**config.mk**
```make
export PLATFORM = sky130hd
export DESIGN_NAME = rca_parametrizable
export DESIGN_NICKNAME = d
export VERILOG_FILES = /design/src/rtl/rca_pkg.sv /design/src/rtl/full_adder.sv /design/src/rtl/rca_parametrizable.sv
export SDC_FILE = /design/constraint.sdc
export NUM_CORES = 1
export LEC_CHECK = 0
export ABC_CLOCK_PERIOD_IN_PS = 44900
export CAP_MARGIN = 0
export CELL_PAD_IN_SITES_DETAIL_PLACEMENT = 0
export CELL_PAD_IN_SITES_GLOBAL_PLACEMENT = 2
export CORE_UTILIZATION = 20
export DETAILED_ROUTE_END_ITERATION = 12
export GPL_ROUTABILITY_DRIVEN = 0
export GPL_TIMING_DRIVEN = 0
export HOLD_SLACK_MARGIN = 0.05
export PLACE_DENSITY_LB_ADDON = 0.05
export SYNTH_ARGS = -nofsm -noshare
export SYNTH_HDL_FRONTEND = slang
export SYNTH_SLANG_ARGS = --single-unit
```
**constraint.sdc**
```tcl
create_clock -name clk -period 44.9 [get_ports clk]
set_clock_uncertainty 0.2 [all_clocks]
set_input_delay 8.98 -clock clk [delete_from_list [all_inputs] [get_ports clk]]
set_output_delay 8.98 -clock clk [all_outputs]
set_load 0.02 [all_outputs]
```
**src/rtl/rca_pkg.sv**
```systemverilog
// Shared constants for the ripple-carry adder slice.
package rca_pkg;

    localparam int unsigned RCA_DEFAULT_N = 64;

endpackage

```
**src/rtl/full_adder.sv**
```systemverilog
// Single-bit full adder; one link of the ripple chain.
module full_adder (
    input  logic a,
    input  logic b,
    input  logic cin,
    output logic s,
    output logic cout
);

    logic p;

    assign p    = a ^ b;
    assign s    = p ^ cin;
    assign cout = (a & b) | (cin & p);

endmodule

```
**src/rtl/rca_parametrizable.sv**
```systemverilog
// N-bit ripple-carry adder with combinational sum/carry/overflow and a registered copy
// of each, cleared asynchronously by rst_n.
module rca_parametrizable
    import rca_pkg::*;
#(
    parameter int unsigned N = RCA_DEFAULT_N
) (
    input  logic         clk,
    input  logic         rst_n,
    input  logic [N-1:0] A,
    input  logic [N-1:0] B,
    input  logic         Cin,
    output logic [N-1:0] Sum,
    output logic         Cout,
    output logic         Ovf,
    output logic [N-1:0] Sum_q,
    output logic         Cout_q,
    output logic         Ovf_q
);

    // c[i] is the carry into bit i; c[N] is the carry out of the MSB.
    logic [N:0] c;

    assign c[0] = Cin;

    for (genvar i = 0; i < N; i++) begin : g_bit
        full_adder u_fa (
            .a    (A[i]),
            .b    (B[i]),
            .cin  (c[i]),
            .s    (Sum[i]),
            .cout (c[i+1])
        );
    end

    assign Cout = c[N];
    // For N=1, c[N-1] is c[0], which is Cin.
    assign Ovf  = c[N] ^ c[N-1];

    always_ff @(posedge clk or negedge rst_n) begin
        if (!rst_n) begin
            Sum_q  <= '0;
            Cout_q <= 1'b0;
            Ovf_q  <= 1'b0;
        end else begin
            Sum_q  <= Sum;
            Cout_q <= Cout;
            Ovf_q  <= Ovf;
        end
    end

endmodule

```
==> results of run 1 <==
[synth_stat cells, drive strengths merged]
cell / n
fa: 64
xnor2: 1
inv: 10
dfrtp: 66
buf: 64
[state kept, by name, summed over array words and instances, names as in the netlist]
register / count
Ovf_q: 1
Sum_q: 64
Cout_q: 1
[metrics by stage]
| stage | total power, W | cells | hold WS [ns] |
|---|---|---|---|
| floorplan | 0.000138 | 205 | 8.48 |
| global placement | 0.000208 | 687 | 9.46 |
| detailed placement | 0.000209 | 688 | 8.60 |
| CTS | 0.000284 | 704 | 8.24 |
| global route | 0.000294 | 704 | 8.24 |
| finish | 0.000278 | 704 | 8.26 |
[cell families (layout without fill, tap and decap cells)]
group | count (synthesis) | count (layout) | synth area share [%]
adders and majority gates | 64 | 64 | 37.0
buffers and inverters | 74 | 353 | 15.0
DFF | 66 | 66 | 47.7
xor gates and xnor gates | 1 | 1 | 0.253
[metal layers]
layer | wire length (um) | track usage, % | up-vias | part of all wire [%]
met3 | 998 | 4.83 | 12 | 9.8
li1 | - | - | 1103 | -
met1 | 3590 | 12.4 | 1175 | 35
met2 | 5430 | 21.0 | 136 | 53
met5 | 0 | 0 | - | 0
met4 | 197 | 5.81 | 0 | 1.9
[worst max-delay path by stage]
stage | from | end | slack, ns | depth (start not counted)
detailed placement | A[0] | Sum[63] | 0.08 | 71
global placement | A[0] | Sum[63] | -0.04 | 71
global route | A[0] | Sum[63] | 0.04 | 71
finish | A[0] | Sum[63] | 0.92 | 71
CTS | A[0] | Ovf | 0.14 | 70
floorplan | A[0] | Sum[63] | 2.25 | 69
[where the power goes]
group          internal, W  switching (W)  total (W)
combinational    0.0000719      0.0000595   0.000131
clock            0.0000460      0.0000265  0.0000726
sequential       0.0000712     0.00000276  0.0000740
total             0.000189      0.0000887   0.000278
[final cells by class]
| cell class | count | area (um2) |
|---|---|---|
| tap | 220 | 275 |
| fill | 1618 | 10100 |
| sequential | 66 | 1650 |
| inverter | 10 | 37.5 |
| clock buffer | 14 | 264 |
| timing repair buffer | 263 | 2650 |
| multi-input combinational | 65 | 1310 |
| clock inverter | 2 | 35.0 |
| buffer | 64 | 480 |
[repair_timing]
action | 4_1_cts | 5_1_grt
endpoints found under the setup margin | 1 | 5
hold endpoints to repair | 0 | 0
gates resized for setup | 1 | 10
buffers inserted | 0 | 0
==> impl_summary.log, run 1 <==
[metrics] global-route wire length before repair: 15400 um
[metrics] number of design-rule violations left by the first detailed-router iteration: 23
[metrics] Buffers & Inverters on Critical Path: 7
[metrics] residual DRC count: 0
[metrics] Hold Path Class: in2async
[metrics] site row count: 47
[metrics] overall via count from detail_route: 2426
[metrics] vias in the first global route: 2737
[metrics] period utilisation layout: 98.0%
[metrics] Pleak: 2.80 nW
[metrics] Synth cell types: 5
[metrics] element type at the critical path end: primary output
[metrics] maximum clock rate: 22.7 MHz
[metrics] Worst Setup Slack post-DPL: 0.0757 ns
[metrics] largest buffer count on any clock path: 2
[metrics] wire per inst: 14.5 um
[metrics] via-per-instance ratio: 3.45
[metrics] biggest area contributors in the synthesized netlist: dfrtp_1, fa_1, buf_4
[metrics] total global routing track utilization: 12.0%
[metrics] critical path required time: 35.72 ns
[metrics] post-synth top area cell: dfrtp_1
[metrics] vertical extent of the die: 134 um
[metrics] number of detailed-route iterations in the first pass: 3
[metrics] area of the mapped netlist: 3460 um2
[metrics] max-cap violation count: 0
[metrics] gate count after technology mapping: 205
[metrics] total count of hold-check failures in the final report: 0
[metrics] unrepaired setup endpoints after global routing: false
[metrics] clock buffer count from CTS: 9
[metrics] leading cell types in the layout, fill and taps excluded: clkdlybuf4s50_1, dfrtp_1, buf_4
[metrics] antenna violations before repair: 0
[metrics] critical path data arrival time: 34.80 ns
[metrics] Yosys top cell area share: 47.7%
[metrics] most frequent standard cell in the layout excluding fill and tap cells: clkdlybuf4s50_1
[metrics] die footprint: 17800 um2
[metrics] slowest cell on the critical path: fa_1
[metrics] Peak VDD IR: 0.0000167 V
[metrics] cell family with the largest share of critical-path delay: adder cells
[metrics] clock-pin slew reported for the worst setup and hold paths after clock tree synthesis: 0.06 ns
[metrics] Slew Limit Fails: 0
[metrics] sequential element share of the synthesized area: 47.7%
[metrics] Synth Net Count: 400
[metrics] cell with the most instances on the worst path: fa_1
[metrics] status: finished, final reports clean
[metrics] largest driver fanout on the critical path: 2
[metrics] HPWL Detailed: 8500 um
[metrics] normalized max-slew margin: 76.9%
[metrics] CORE AREA: 16800 um2
[metrics] mean cell area of the mapped netlist: 16.9 um2
[metrics] actual slew at the worst max-slew pin: 0.346 ns
[metrics] Final Cell Area: 6700 um2
[metrics] detailed-route wire length: 10200 um
[metrics] biggest cell delay along the critical path: 0.44 ns
[metrics] H-tree levels: 3
[metrics] type of origin of the critical path: primary input
[metrics] quantity of I/O buffers inserted on ports: 262
[metrics] Setup TNS: 0 ns
[metrics] post-route core utilization: 40.0%
[metrics] count of warnings emitted by yosys: 0
[metrics] hold buffer count at CTS: 0
[metrics] power density over the cells: 41.5 nW/um2
[metrics] proportion of layout cells with a drive suffix above 1: 17.8%
[metrics] Die Width: 134 um
[metrics] final number of setup-violating endpoints: 0
[metrics] clock tree from TritonCTS: yes
[metrics] ant diodes: 0
[metrics] number of synthesized register bits: 66
[metrics] layout net count: 674
[metrics] number of sinks on the clock net: 66
[metrics] Congestion Overflow GR: 0
[metrics] shortest clock period the worst path allows after layout: 43.98 ns
[metrics] growth of design area from synthesis to finish: 93.6%
[metrics] kind of critical path: in2out
[metrics] Initial Utilization: 20.6%
[metrics] setup ws final: 0.918 ns
[metrics] number of primary I/O pins: 263
[metrics] placed instance area: 6380 um2
[metrics] antenna-violating nets left: 0
[metrics] pin count of the biggest net entering global routing: 63
[metrics] root buffer cell: clkbuf_16
No activity file was read; power rests on OpenSTA's default activity.
==> run 2, diff against run 1 <==
Settings changed: SLEW_MARGIN from default to 20.
==> run 2 against run 1 <==
Largest cell class unchanged; final area fell by 0.21%; maximum frequency hardly changed; highest routed layer unchanged; critical path depth unchanged; critical endpoint unchanged; final cell count shrank 0.14%; wire length increased by 0.77%; via count fell by 0.49%; power is 1.1% lower; worst setup slack better by 0.00053 ns.
==> impl_summary.log, run 2 (synthesized netlist as in run 1, its figures left out) <==
[metrics] root buffer cell: clkbuf_16 (unchanged)
[metrics] period utilisation layout: 98.0% (about the same)
[metrics] hold_ws: 8.39 ns (was 8.26 ns)
[metrics] critical path required time: 35.72 ns (about the same)
[metrics] Peak VDD IR: 0.0000181 V (was 0.0000167 V)
[metrics] growth of design area from synthesis to finish: 93.2% (was 93.6%)
[metrics] Pleak: 2.79 nW (was 2.80 nW)
[metrics] Setup TNS: 0 ns (unchanged)
[metrics] pin count of the biggest net entering global routing: 37 (was 63)
[metrics] Initial Utilization: 20.6% (unchanged)
[metrics] maximum clock rate: 22.7 MHz (about the same)
[metrics] max-cap violation count: 0 (unchanged)
[metrics] layout net count: 674 (unchanged)
[metrics] die footprint: 17800 um2 (unchanged)
[metrics] actual slew at the worst max-slew pin: 0.454 ns (was 0.346 ns)
[metrics] CORE AREA: 16800 um2 (unchanged)
[metrics] number of setup buffers added after CTS: 0 (unchanged)
[metrics] vias in the first global route: 2749 (was 2737)
[metrics] Hold Path Class: in2async (unchanged)
[metrics] final number of setup-violating endpoints: 0 (unchanged)
[metrics] critical path data arrival time: 34.80 ns (about the same)
[metrics] most frequent standard cell in the layout excluding fill and tap cells: clkdlybuf4s50_1 (unchanged)
[metrics] ant diodes: 0 (unchanged)
[metrics] type of origin of the critical path: primary input (unchanged)
[metrics] number of sinks on the clock net: 66 (unchanged)
[metrics] overall via count from detail_route: 2414 (was 2426)
[metrics] Congestion Overflow GR: 0 (unchanged)
[metrics] shortest clock period the worst path allows after layout: 43.98 ns (about the same)
[metrics] site row count: 47 (unchanged)
[metrics] number of detailed-route iterations in the first pass: 3 (unchanged)
[metrics] antenna-violating nets left: 0 (unchanged)
[metrics] element type at the critical path end: primary output (unchanged)
[metrics] overall power consumption: 0.000275 W (was 0.000278 W)
[metrics] unrepaired setup endpoints after global routing: false (unchanged)
[metrics] Largest Register: Sum_q (unchanged)
[metrics] H-tree levels: 3 (unchanged)
[metrics] HPWL Detailed: 8650 um (was 8500 um)
[metrics] max reg flops: 64 (unchanged)
[metrics] Slew Limit Fails: 0 (unchanged)
[metrics] status: finished, final reports clean (unchanged)
[metrics] global-route wire length before repair: 15700 um (was 15400 um)
[metrics] clock-pin slew reported for the worst setup and hold paths after clock tree synthesis: 0.05 ns (was 0.06 ns)
[metrics] normalized max-slew margin: 69.8% (was 76.9%)
[metrics] largest buffer count on any clock path: 2 (unchanged)
[metrics] post-route core utilization: 39.9% (was 40.0%)
[metrics] slowest cell on the critical path: fa_1 (unchanged)
[metrics] Die Width: 134 um (unchanged)
[metrics] cell with the most instances on the worst path: fa_1 (unchanged)
[metrics] quantity of I/O buffers inserted on ports: 262 (unchanged)
[metrics] total global routing track utilization: 12.1% (was 12.0%)
[metrics] largest driver fanout on the critical path: 2 (unchanged)
[metrics] leading cell types in the layout, fill and taps excluded: clkdlybuf4s50_1, dfrtp_1, buf_4 (unchanged)
[metrics] number of design-rule violations left by the first detailed-router iteration: 42 (was 23)
[metrics] wire per inst: 14.6 um (was 14.5 um)
[metrics] power density over the cells: 41.1 nW/um2 (was 41.5 nW/um2)
[metrics] proportion of layout cells with a drive suffix above 1: 18.4% (was 17.8%)
[metrics] clock buffer count from CTS: 9 (unchanged)
[metrics] detailed-route wire length: 10300 um (was 10200 um)
[metrics] hold buffer count at CTS: 0 (unchanged)
[metrics] antenna violations before repair: 0 (unchanged)
[metrics] clock tree from TritonCTS: yes (unchanged)
[metrics] largest registers: Sum_q x64, Cout_q x1, Ovf_q x1 (unchanged)
[metrics] via-per-instance ratio: 3.43 (was 3.45)
[metrics] vertical extent of the die: 134 um (unchanged)
[metrics] total count of hold-check failures in the final report: 0 (unchanged)
[metrics] kind of critical path: in2out (unchanged)
[metrics] number of primary I/O pins: 263 (unchanged)
[metrics] residual DRC count: 0 (unchanged)
[metrics] biggest cell delay along the critical path: 0.44 ns (about the same)
[run 2: timing repair]
item	in CTS	in global routing
gates resized for setup	1	11
pin swaps	0	0
endpoints found under the setup margin	1	5
[run 2: final cells by class]
type / count / area [um2]
repair buffers: 263 / 2640
fillers: 1607 / 10100
multi-input cells: 65 / 1310
clock buffers: 13 / 280
well taps: 220 / 275
plain buffers: 64 / 480
clock inverters: 2 / 10.0
flip-flops and latches: 66 / 1650
inverters: 10 / 37.5
[run 2: worst max path at each step]
stage	from	to	slack, ns	cells past startpoint
detailed placement	A[0]	Sum[63]	0.05	71
CTS	A[0]	Ovf	0.11	70
floorplan	A[0]	Sum[63]	2.25	69
global route	A[0]	Sum[63]	0.008	71
global placement	A[0]	Sum[63]	-0.04	71
finish	A[0]	Sum[63]	0.92	71
[run 2: per-layer routing]
metal	global-route usage, %	vias up	share of wire, %
met5	0	-	0
met3	6.32	9	10
met4	3.54	0	1.3
li1	-	1099	-
met1	12.3	1169	35
met2	21.6	137	54
[run 2: power by group]
part	internal [W]	total, W	switching (W)	leakage, nW
clock network	0.0000429	0.0000695	0.0000266	0.147
logic	0.0000719	0.000131	0.0000596	1.88
registers	0.0000713	0.0000740	0.00000276	0.769
total	0.000186	0.000275	0.0000889	2.79
[run 2: stage by stage]
| stage | setup slack [ns] | area, um2 | instances |
|---|---|---|---|
| after global placement | -0.0450 | 6360 | 687 |
| after CTS | 0.113 | 6660 | 703 |
| after global routing | 0.00834 | 6680 | 703 |
| after detailed placement | 0.0453 | 6370 | 688 |
| after floorplan | 2.25 | 3460 | 205 |
| final | 0.918 | 6680 | 703 |
[run 2: worst max-delay path: cells and delay by family]
family	cells	cell delay (ns)
fa+ha+maj	64	24.81
buf+inv	7	0.99
